--- src/rtl/acq_timing_manager.sv ---
// Sensor-acquisition timing manager: derives a scheduler trigger from PWM qualifiers,
// timestamps each enabled channel's first done edge per window, and raises sticky interrupts.
module acq_timing_manager #(
  parameter int NUM_CH  = 8,
  parameter int CNT_W   = 16,
  parameter int RATIO_W = 16
) (
  input  logic                    clk,
  input  logic                    rst,
  input  logic                    event_qualifier,
  input  logic [RATIO_W-1:0]      user_ratio,
  input  logic [CNT_W-1:0]        timeout_cycles,
  input  logic [NUM_CH-1:0]       en_bits,
  input  logic [NUM_CH-1:0]       done,
  input  logic                    reset_sched_isr,
  output logic [NUM_CH-1:0]       en_ch,
  output logic                    trigger,
  output logic [CNT_W-1:0]        count_time,
  output logic [NUM_CH*CNT_W-1:0] ch_time,
  output logic [NUM_CH-1:0]       done_mask,
  output logic [NUM_CH-1:0]       missed_mask,
  output logic                    sched_isr,
  output logic                    timeout_isr,
  output logic                    overrun,
  output logic [1:0]              state
);

  localparam logic [1:0] ST_IDLE = 2'd0;
  localparam logic [1:0] ST_ACQ  = 2'd1;
  localparam logic [1:0] ST_DONE = 2'd2;
  localparam logic [1:0] ST_TMO  = 2'd3;

  localparam logic [CNT_W-1:0]   CNT_ONE   = {{(CNT_W-1){1'b0}}, 1'b1};
  localparam logic [CNT_W-1:0]   CNT_MAX   = {CNT_W{1'b1}};
  localparam logic [RATIO_W-1:0] RATIO_ONE = {{(RATIO_W-1){1'b0}}, 1'b1};

  logic [1:0]         state_r;
  logic [1:0]         state_nxt_s;
  logic [RATIO_W-1:0] qual_cnt_r;
  logic [NUM_CH-1:0]  en_lat_r;
  logic [NUM_CH-1:0]  done_q_r;
  logic [NUM_CH-1:0]  edge_s;
  logic [NUM_CH-1:0]  cap_s;
  logic [NUM_CH-1:0]  mask_nxt_s;
  logic               in_acq_s;
  logic               all_done_s;
  logic               tmo_hit_s;
  logic               set_sched_s;
  logic               set_tmo_s;
  logic               set_ovr_s;

  assign en_ch      = en_bits;
  assign state      = state_r;
  assign edge_s     = done & ~done_q_r;
  // Captures happen only in an open window; the trigger cycle itself discards edges.
  assign in_acq_s   = (state_r == ST_ACQ) && !trigger;
  assign cap_s      = in_acq_s ? (edge_s & en_lat_r & ~done_mask) : {NUM_CH{1'b0}};
  assign mask_nxt_s = done_mask | cap_s;
  assign all_done_s = (mask_nxt_s == en_lat_r);
  assign tmo_hit_s  = (timeout_cycles != {CNT_W{1'b0}}) && (count_time >= timeout_cycles);

  // FSM state register
  always_ff @(posedge clk) begin
    if (rst) begin
      state_r <= ST_IDLE;
    end else begin
      state_r <= state_nxt_s;
    end
  end

  // FSM next-state logic
  always_comb begin
    state_nxt_s = state_r;
    if (trigger) begin
      if (en_bits != {NUM_CH{1'b0}}) begin
        state_nxt_s = ST_ACQ;
      end else begin
        state_nxt_s = ST_IDLE;
      end
    end else begin
      case (state_r)
        ST_ACQ: begin
          if (all_done_s) begin
            state_nxt_s = ST_DONE;
          end else if (tmo_hit_s) begin
            state_nxt_s = ST_TMO;
          end else begin
            state_nxt_s = ST_ACQ;
          end
        end
        ST_IDLE: state_nxt_s = ST_IDLE;
        ST_DONE: state_nxt_s = ST_DONE;
        ST_TMO:  state_nxt_s = ST_TMO;
        default: state_nxt_s = ST_IDLE;
      endcase
    end
  end

  // FSM output decode: all-done wins over timeout in the same cycle
  always_comb begin
    set_sched_s = in_acq_s && all_done_s;
    set_tmo_s   = in_acq_s && !all_done_s && tmo_hit_s;
    set_ovr_s   = trigger && (state_r == ST_ACQ);
  end

  // Qualifier divider and trigger pulse
  always_ff @(posedge clk) begin
    if (rst) begin
      qual_cnt_r <= {RATIO_W{1'b0}};
      trigger    <= 1'b0;
    end else if (event_qualifier && (qual_cnt_r == user_ratio)) begin
      qual_cnt_r <= {RATIO_W{1'b0}};
      trigger    <= 1'b1;
    end else if (event_qualifier) begin
      qual_cnt_r <= qual_cnt_r + RATIO_ONE;
      trigger    <= 1'b0;
    end else begin
      trigger    <= 1'b0;
    end
  end

  // Saturating time base restarted by each trigger
  always_ff @(posedge clk) begin
    if (rst) begin
      count_time <= {CNT_W{1'b0}};
    end else if (trigger) begin
      count_time <= {CNT_W{1'b0}};
    end else if (count_time != CNT_MAX) begin
      count_time <= count_time + CNT_ONE;
    end
  end

  // Done history; all-ones at reset so a level held high is not an edge
  always_ff @(posedge clk) begin
    if (rst) begin
      done_q_r <= {NUM_CH{1'b1}};
    end else begin
      done_q_r <= done;
    end
  end

  // Window bookkeeping: latched mask, captured channels, timestamps, missed channels
  always_ff @(posedge clk) begin
    if (rst) begin
      en_lat_r    <= {NUM_CH{1'b0}};
      done_mask   <= {NUM_CH{1'b0}};
      missed_mask <= {NUM_CH{1'b0}};
      ch_time     <= {(NUM_CH*CNT_W){1'b0}};
    end else if (trigger) begin
      en_lat_r  <= en_bits;
      done_mask <= {NUM_CH{1'b0}};
      if (set_ovr_s) begin
        missed_mask <= en_lat_r & ~done_mask;
      end
    end else begin
      done_mask <= mask_nxt_s;
      for (int i = 0; i < NUM_CH; i++) begin
        if (cap_s[i]) begin
          ch_time[i*CNT_W +: CNT_W] <= count_time;
        end
      end
      if (set_tmo_s) begin
        missed_mask <= en_lat_r & ~mask_nxt_s;
      end
    end
  end

  // Sticky interrupt flags; a set beats a same-cycle clear
  always_ff @(posedge clk) begin
    if (rst) begin
      sched_isr   <= 1'b0;
      timeout_isr <= 1'b0;
      overrun     <= 1'b0;
    end else begin
      sched_isr   <= set_sched_s | (sched_isr   & ~reset_sched_isr);
      timeout_isr <= set_tmo_s   | (timeout_isr & ~reset_sched_isr);
      overrun     <= set_ovr_s   | (overrun     & ~reset_sched_isr);
    end
  end

endmodule

--- config.mk ---
export PLATFORM = sky130hd
export DESIGN_NAME = acq_timing_manager
export DESIGN_NICKNAME = d
export VERILOG_FILES = /design/src/rtl/acq_timing_manager.sv
export SDC_FILE = /design/constraint.sdc
export NUM_CORES = 1
export LEC_CHECK = 0
export BUFFER_PORTS_ARGS = -buffer_cell sky130_fd_sc_hd__buf_2
export CAP_MARGIN = 20
export CORE_ASPECT_RATIO = 0.75
export CORE_MARGIN = 2
export CORE_UTILIZATION = 45
export CTS_BUF_LIST = sky130_fd_sc_hd__clkbuf_8 sky130_fd_sc_hd__clkbuf_16
export DETAILED_ROUTE_END_ITERATION = 7
export HOLD_SLACK_MARGIN = 0.03
export PLACE_DENSITY = 0.71
export SYNTH_ARGS = -nofsm -noshare
export SYNTH_HDL_FRONTEND = slang
export SYNTH_SLANG_ARGS = --single-unit
--- constraint.sdc ---
create_clock -name clk -period 3.5 [get_ports clk]
set_clock_uncertainty 0.1 [all_clocks]
set_input_delay 0.525 -clock clk [delete_from_list [all_inputs] [get_ports clk]]
set_output_delay 0.525 -clock clk [all_outputs]
set_load 0.005 [all_outputs]
======== Yosys cells after proc, flatten, opt, wreduce, memory -nomap -nowiden ========
Cells that the tools add are included.
word-level totals
  bits of input ports ..................... 52
  latch bits .............................. 0
  bits in read-only memories .............. 0
  word-level logic and storage cells ...... 80
  memories ................................ 0
  output and inout port bits .............. 174
  bits in writable memories ............... 0
  bits in registers ....................... 198
operators by class
  $mul .................................... 0
  bitwise operators ....................... 17
  $lt $le $gt $ge ......................... 1
  shift operators ......................... 0
  reductions and logical operators ........ 24
  equality and inequality tests ........... 7
  muxes and demuxes ....................... 10
  divide/modulo/power cells ............... 0
  add/subtract/negate cells ............... 2
operators with widths
  cell                   number
  $and 8x8->8            5
  $add 16x1->16 const B  2
  $mux 8                 4
  $not 8->8              3
  $reduce_and 2->1       9
  $eq 16x16->1           1
  $ge 16x16->1           1
  $ne 16x16->1 const B   1
  $reduce_bool 16->1     1
  $eq 8x8->1             1
  $or 8x8->8             1
  $pmux 2 s4             1
  $reduce_bool 8->1      1
  $logic_and 1x1->1      7
  $mux 2                 3
  $eq 2x2->1 const B     2
  $reduce_or 2->1        2
  $and 1x1->1            3
  $or 1x1->1             3
  $eq 2x1->1 const B     1
  $logic_not 1->1        2
  $logic_not 2->1        1
  $mux 1                 2
  $ne 2x1->1 const B     1
  other kinds (2)        3

======== Logic depth before layout (Yosys ltp) ========
Gate-level depths: netlist of run 1.
  depth in word-level cells ............... 12
  gate-level depth with buffers ........... 9

======== Worst setup path before layout of run 1 ========
No wires, ideal clock.
  path kind ............................... register to register
  from .................................... register count_time[0]
  to ...................................... register missed_mask[1]
  arrival ................................. 2222 ps
  path buffers ............................ 1
  data required time ...................... 3259 ps
  slack ................................... 1036 ps
  clock period less this slack ............ 2464 ps
  library setup time ...................... 141 ps
  stages on the path, launching flop included .. 10
  cells stage by stage .................... dfxtp_1 -> clkbuf_1 -> inv_1 -> ha_1 -> nand2b_1 -> a2111oi_0 -> o211a_1 -> o21ai_0 -> a41oi_4 -> o32ai_1
on the way
  cells in the longest elaborated chain, start to end .. 5
RTL lines
  element                             line  source
  from (decl)                         18    output logic [CNT_W-1:0] count_time,
  from (signal assigned)              125   count_time <= {CNT_W{1'b0}};
  from (signal assigned)              127   count_time <= {CNT_W{1'b0}};
  from (signal assigned)              129   count_time <= count_time + CNT_ONE;
  $ge 16x16->1                        60    assign tmo_hit_s = (timeout_cycles != {CNT_W{1'b0}}) && (count_time >= timeout_cycles);
  $logic_and 1x1->1                   60
  $logic_and 1x1->1                   102   set_tmo_s = in_acq_s && !all_done_s && tmo_hit_s;
  $reduce_bool 2->1 (no source line)  --
  $reduce_and 2->1 (no source line)   --
  to (signal assigned)                147   missed_mask <= {NUM_CH{1'b0}};
  to (signal assigned)                153   missed_mask <= en_lat_r & ~done_mask;
  to (signal assigned)                163   missed_mask <= en_lat_r & ~mask_nxt_s;
  to (decl)                           21    output logic [NUM_CH-1:0] missed_mask,
No other way between the ends.
A chain may end at the register's enable or synchronous reset.

======== Worst setup path after layout of run 1 ========
Same ends and word-level chain as after synthesis.

==> impl_metrics.py, run 1 <==
metrics = {
    "global_routing": {
        "top_usage_layer": "met2",
        "grtUsageMet2_pct": 39.5,
        "grt_max_degree": 94,
        "antenna_found_initial": 0,
        "gr-usage-met3_pct": 8.10,
        "grt_pass1_wl_um": 38600,
        "gr-total-overflow": 0,
        "grt_use_met1_pct": 35.9,
        "grt_pass1_vias": 6864,
        "track_usage_pct": 26.1,
    },
    "critical_path": {
        "critPathRequiredTime_ps": 3700,
        "start_kind": "flop",
        "cp_top_family": "compound AO/OA/AOI/OAI gates",
        "cp-end-kind": "flop",
        "crit_chain": "inv_1 -> ha_1 -> nand2b_1 -> a2111oi_0 -> o211a_1 -> o21ai_0 -> a41oi_4 -> o32ai_1",
        "cp.arrival_ps": 2760,
        "slowest_delay_ps": 440,
        "crit_type": "reg -> reg",
        "critPathSlowestCell": "dfxtp_1",
        "critPathBufInv": 1,
        "r2r_slack_ps": 940,
        "critPathMaxFanout": 6,
    },
    "synth": {
        "synthesis.area_sq_um": 8170,
        "synth_flop_cell": "dfxtp_1",
        "postSynth.asyncResetShare_pct": 0,
        "synthTopCellsByArea": "dfxtp_1, nand2_1, a21oi_1",
        "yosys.area.top_type_share_pct": 48.5,
        "syn_nets": 1072,
        "synth_cell_types": 50,
        "seq_area_frac_synth_pct": 48.5,
        "yosysWarnings": 0,
        "synth_seq_cells": 198,
        "synth_edf_count": 0,
        "yosys.area.top_type": "dfxtp_1",
        "syn_area_per_cell_sq_um": 8.15,
        "synth_cells": 1002,
    },
    "timing": {
        "rsz0062_at_grt": "false",
        "maxSlewHeadroom_pct": 48.5,
        "fmax_mhz": 390,
        "tightest_slew_ps": 770,
        "finalHoldViolCount": 0,
        "holdWs_ps": 173,
        "timing.final.crit_period_ps": 2560,
        "slew_violations": 0,
        "fin_tns_setup_ps": 0,
        "setup_viol": 0,
        "finalCritPeriodShare_pct": 73.2,
    },
    "floorplanning": {
        "num_rows": 42,
        "start_util_pct": 46.1,
        "io_pins": 226,
        "core_area_sq_um": 17700,
        "fp.dieH_um": 121,
        "die_x_um": 160,
        "dieArea_sq_um": 19200,
    },
    "power": {
        "comb_power_share_pct": 3.9,
        "ir_worst_vdd_mv": 0.313,
        "power_density_nw_per_um2": 443,
        "swShare_pct": 24.5,
        "p_leak_nw": 4.40,
        "switching_power_mw": 1.09,
        "intPower_mw": 3.36,
        "power_frac_clock_pct": 45.1,
        "p_seq_share_pct": 51.0,
    },
    "routing": {
        "drt_iter0_markers": 514,
        "vias": 7456,
        "wl_um": 25200,
        "firstDrtPassIters": 5,
        "remaining_drc_errors": 0,
        "antenna_left": 0,
        "viasPerCell": 5.16,
        "wire_per_inst_um": 17.4,
    },
    "clock_network": {
        "htreeDepth": 4,
        "cts_tree": "done",
        "cts_buffers": 17,
        "cts.sinks": 198,
        "cts.reportedPaths.clkPinSlew_ps": 80,
        "clockBufferDepth": 2,
        "cts_root_buffer": "clkbuf_16",
        "worstSkewPairLatency_ps": 430,
        "post_cts_buffers": 0,
        "ctsResizeCount": 0,
        "hold_buffers": 0,
    },
    "final_layout": {
        "finalNetCount": 1261,
        "insertedDiodeCount": 0,
        "drive_gt1_share_pct": 24.5,
        "area_growth_syn_to_layout_pct": 23.2,
    },
    "placed_design": {
        "gp_congestion": 0.834,
        "hpwl_um": 17500,
        "io_buffers": 225,
    },
    "job": {
        "cap_violations": 0,
    },
    "hold_path": {
        "holdCritPathClass": "in -> reg",
    },
    "outcome": {
        "status": "complete, no violations",
    },
}
[flip-flops by register name, indices dropped and copies added (netlist names)]
register and count:
ch_time 128, count_time 16, qual_cnt_r 16, done_mask 8, done_q_r 8, en_lat_r 8
missed_mask 8, state 2, overrun 1, sched_isr 1, timeout_isr 1, trigger 1
[final cells by class]
class | count | area, sq um
fill | 1669 | 7650
sequential | 198 | 3960
multi-input combinational | 696 | 3760
timing repair buffer | 246 | 1300
clock buffer | 17 | 425
tap | 242 | 303
clock inverter | 15 | 189
inverter | 32 | 120
[metal layers]
layer	vias to the layer above	wire (um)
met4	0	400
met2	261	10900
met1	3491	11500
met5	-	0
met3	29	2430
li1	3675	-
[final timing paths]
path / from / endpoint / depth (start not counted)
hold / removal: done[6] / done_q_r[6]$_SDFF_PP1_ / 3
hold reg to reg: ch_time[112]$_SDFFE_PP0P_ / ch_time[112]$_SDFFE_PP0P_ / 2
setup / recovery: count_time[0]$_SDFFE_PP0P_ / missed_mask[1]$_SDFFE_PP0P_ / 8
setup reg to reg: count_time[0]$_SDFFE_PP0P_ / missed_mask[1]$_SDFFE_PP0P_ / 8
[per-stage QoR]
stage	instances	setup WS (ps)	power, mW	utilization, %	area [sq um]
2_1_floorplan	1002	1040	2.42	-	8170
3_3_place_gp	1414	748	2.50	53.3	9440
3_5_place_dp	1414	707	2.50	53.3	9440
4_1_cts	1446	925	4.49	56.8	10100
5_1_grt	1446	695	4.59	56.8	10100
6_report	1446	937	4.45	56.8	10100
[worst min-delay path: cells and delay by family]
| kind | cells | cell delay [ps] |
|---|---|---|
| buf+inv | 2 | 110 |
| simple gates | 1 | 40 |
[layout by cell type (no fill, tap or decap), types with 17 or more instances in the layout]
| master | n |
|---|---|
| nand2_1 | 248 |
| buf_2 | 224 |
| dfxtp_1 | 198 |
| a21oi_1 | 126 |
| nor2_1 | 83 |
| inv_1 | 32 |
| mux2i_1 | 24 |
| xnor2_1 | 23 |
| nand3_1 | 22 |
| nor2b_1 | 21 |
| buf_4 | 21 |
| xor2_1 | 18 |
| ha_1 | 18 |
| clkbuf_16 | 17 |
[cell families after synthesis]
family | count (synthesis) | synth area share, %
buf+inv | 108 | 5.42
simple gates | 442 | 23.7
xor+xnor | 41 | 4.40
compound gates | 171 | 12.2
flops | 198 | 48.5
fa+ha+maj | 18 | 2.76
mux | 24 | 2.94
[cells in the mapped netlist (all sizes together) (3+ instances only)]
cell,number
inv,32
nand3,22
a21oi,126
mux2i,24
o21a,6
xor2,18
nor4,10
o32ai,8
nor2b,21
nand4,15
dfxtp,198
a31oi,4
ha,18
and2b,3
nor2,83
clkbuf,61
and3,12
buf,15
or2,10
xnor2,23
nand2,248
o21ai,8
nand2b,8
[power by group through the flow]
stage / sequential [mW] / clock, mW / combinational, mW
final: 2.27 / 2.01 / 0.175
after global placement: 2.32 / 0 / 0.171
after floorplan: 2.32 / 0 / 0.0988
after detailed placement: 2.32 / 0 / 0.173
after global routing: 2.27 / 2.12 / 0.192
after CTS: 2.27 / 2.04 / 0.174
No activity file was read; power rests on OpenSTA's default activity.
==> run 2, diff against run 1 <==
==> constraint.sdc (replaced) <==
create_clock -name clk -period 2.5 [get_ports clk]
set_clock_uncertainty 0.1 [all_clocks]
set_input_delay 0.375 -clock clk [delete_from_list [all_inputs] [get_ports clk]]
set_output_delay 0.375 -clock clk [all_outputs]
set_load 0.005 [all_outputs]
==> run 2 against run 1 <==
  * Register-to-register slack worse by 790 ps
  * Critical path type is now in -> reg
  * Cell count is 1.5% higher
  * Clock-buffer cell count stayed put
  * Total power is 42% higher
  * Wire length is 3.0% higher
  * Critical path depth stayed put
  * Cell area is 1.8% higher
  * Flip-flop and latch count stayed put
  * Clock power is 43% higher
  * Non-clock buffer count is 21 higher
==> impl_metrics.py, run 2 (same netlist as run 1, synthesis figures left out) <==
metrics = {
    "outcome": {
        "status": "complete, no violations",
    },
    "floorplanning": {
        "die_x_um": 160,
        "io_pins": 226,
        "fp.dieH_um": 121,
        "core_area_sq_um": 17700,
        "start_util_pct": 46.1,
        "num_rows": 42,
        "dieArea_sq_um": 19200,
    },
    "global_routing": {
        "antenna_found_initial": 0,
        "grt_pass1_wl_um": 39200,
        "track_usage_pct": 26.5,
        "grt_max_degree": 96,
        "gr-total-overflow": 0,
        "grt_pass1_vias": 6996,
    },
    "timing": {
        "finalCritPeriodShare_pct": 95.9,
        "fmax_mhz": 417,
        "tightest_slew_ps": 698,
        "setup_ws_ps": 103,
        "timing.final.crit_period_ps": 2400,
        "slew_violations": 0,
        "setup_viol": 0,
        "finalHoldViolCount": 0,
        "maxSlewHeadroom_pct": 53.5,
    },
    "final_layout": {
        "regMostFlops": "ch_time",
        "mostFrequentLayoutCells": "nand2_1, buf_2, dfxtp_1",
        "drive_gt1_share_pct": 25.6,
        "top_regs": "ch_time: 128 flops, count_time: 16 flops, qual_cnt_r: 16 flops",
        "final_common_cell": "nand2_1",
        "finalNetCount": 1282,
        "largest_register_ffs": 128,
        "num-fill-cells": 1677,
        "stdcell_count": 1467,
        "insertedDiodeCount": 0,
        "area_growth_syn_to_layout_pct": 25.4,
    },
    "power": {
        "power_density_nw_per_um2": 616,
        "p_leak_nw": 4.50,
        "ir_worst_vdd_mv": 0.441,
    },
    "placed_design": {
        "gp_congestion": 0.872,
        "dp_cells": 1430,
        "hpwl_um": 17900,
        "io_buffers": 225,
        "place_ws_ps": -206,
    },
    "critical_path": {
        "cp.arrival_ps": 2600,
        "ff2ff_path_depth": 6,
        "crit_type": "in -> reg",
        "r2r_slack_ps": 150,
        "cp-end-kind": "flop",
        "startpoint": "done[7]",
        "start_kind": "input port",
        "crit_end": "missed_mask[3]$_SDFFE_PP0P_",
        "r2r-start": "en_lat_r[2]$_SDFFE_PP0P_",
        "r2r_end": "missed_mask[3]$_SDFFE_PP0P_",
        "critPathRequiredTime_ps": 2710,
        "critPathMaxFanout": 6,
    },
    "routing": {
        "firstDrtPassIters": 6,
        "wire_per_inst_um": 17.7,
        "wl_um": 25900,
        "drt_iter0_markers": 645,
        "remaining_drc_errors": 0,
        "viasPerCell": 5.18,
        "antenna_left": 0,
        "vias": 7604,
    },
    "hold_path": {
        "min_path_cells": 2,
        "holdCritPathClass": "in -> reg",
    },
    "clock_network": {
        "cts_tree": "done",
        "cts_buffers": 17,
        "worstSkewPairLatency_ps": 440,
        "cts_root_buffer": "clkbuf_16",
        "htreeDepth": 4,
        "clockBufferDepth": 2,
        "cts.reportedPaths.clkPinSlew_ps": 70,
        "cts.sinks": 198,
    },
    "job": {
        "cap_violations": 0,
    },
}
## run 2: cell types whose count changed in the layout (fill, tap and decap cells not counted), sizes merged
| cell | before | now |
|---|---|---|
| buf | 246 | 262 |
| bufinv | 1 | 2 |
| clkinv | 6 | 2 |
| clkinvlp | 1 | 3 |
| dlygate4sd3 | 0 | 5 |
| inv | 39 | 40 |
## run 2: timing repair
| action | in CTS | in global routing |
|---|---|---|
| endpoints found under the hold margin | 5 | 0 |
| setup endpoints to repair | 3 | 13 |
| hold buffers | 5 | 0 |
| gates resized for setup | 1 | 5 |
| buffers inserted | 0 | 0 |
## run 2: critical path, stage by stage
cell and delay [ps]:
dlygate4sd3_1 550, buf_2 110, nor2b_1 220, o32ai_1 110
or4_4 530, o21a_1 260, a41oi_4 310, o32ai_1 140
## run 2: worst min path at each step
stage                                to                     start
2_1_floorplan   ch_time[0]$_SDFFE_PP0P_   ch_time[0]$_SDFFE_PP0P_
3_3_place_gp   ch_time[34]$_SDFFE_PP0P_  ch_time[34]$_SDFFE_PP0P_
3_5_place_dp   ch_time[14]$_SDFFE_PP0P_  ch_time[14]$_SDFFE_PP0P_
4_1_cts          done_q_r[0]$_SDFF_PP1_                   done[0]
5_1_grt          done_q_r[0]$_SDFF_PP1_                   done[0]
6_report         done_q_r[2]$_SDFF_PP1_                   done[2]
## run 2: area by class of cell
cell class	instances	area [sq um]	share of cell area, %
clock buffer	17	425	4.15
sequential	198	3960	38.7
clock inverter	15	185	1.81
inverter	32	120	1.17
multi-input combinational	696	3780	36.9
tap	242	303	2.96
timing repair buffer	267	1470	14.3
## run 2: per-layer routing
metal	share of wire, %	GRT usage [%]
met5	0	0
met2	43	40.2
met3	10	8.13
met4	1.2	6.88
met1	45	36.7
## run 2: through the flow
step / TNS, ps / cell area (sq um) / total power [mW] / util, % / hold slack, ps
2_1_floorplan: 0 / 8170 / 3.39 / - / 353
3_3_place_gp: -422 / 9560 / 3.50 / 54.0 / 338
3_5_place_dp: -1330 / 9560 / 3.50 / 54.0 / 344
4_1_cts: 0 / 10200 / 6.34 / 57.7 / 30.2
5_1_grt: -29.6 / 10200 / 6.51 / 57.8 / 38.4
6_report: 0 / 10200 / 6.31 / 57.8 / 47.0
## run 2: power by group
| group | switching, mW | leakage, nW | internal [mW] |
|---|---|---|---|
| Combinational | 0.158 | 2.61 | 0.104 |
| Sequential | 0.0124 | 1.60 | 3.17 |
| Clock | 1.34 | 0.292 | 1.53 |
| Total | 1.51 | 4.50 | 4.80 |
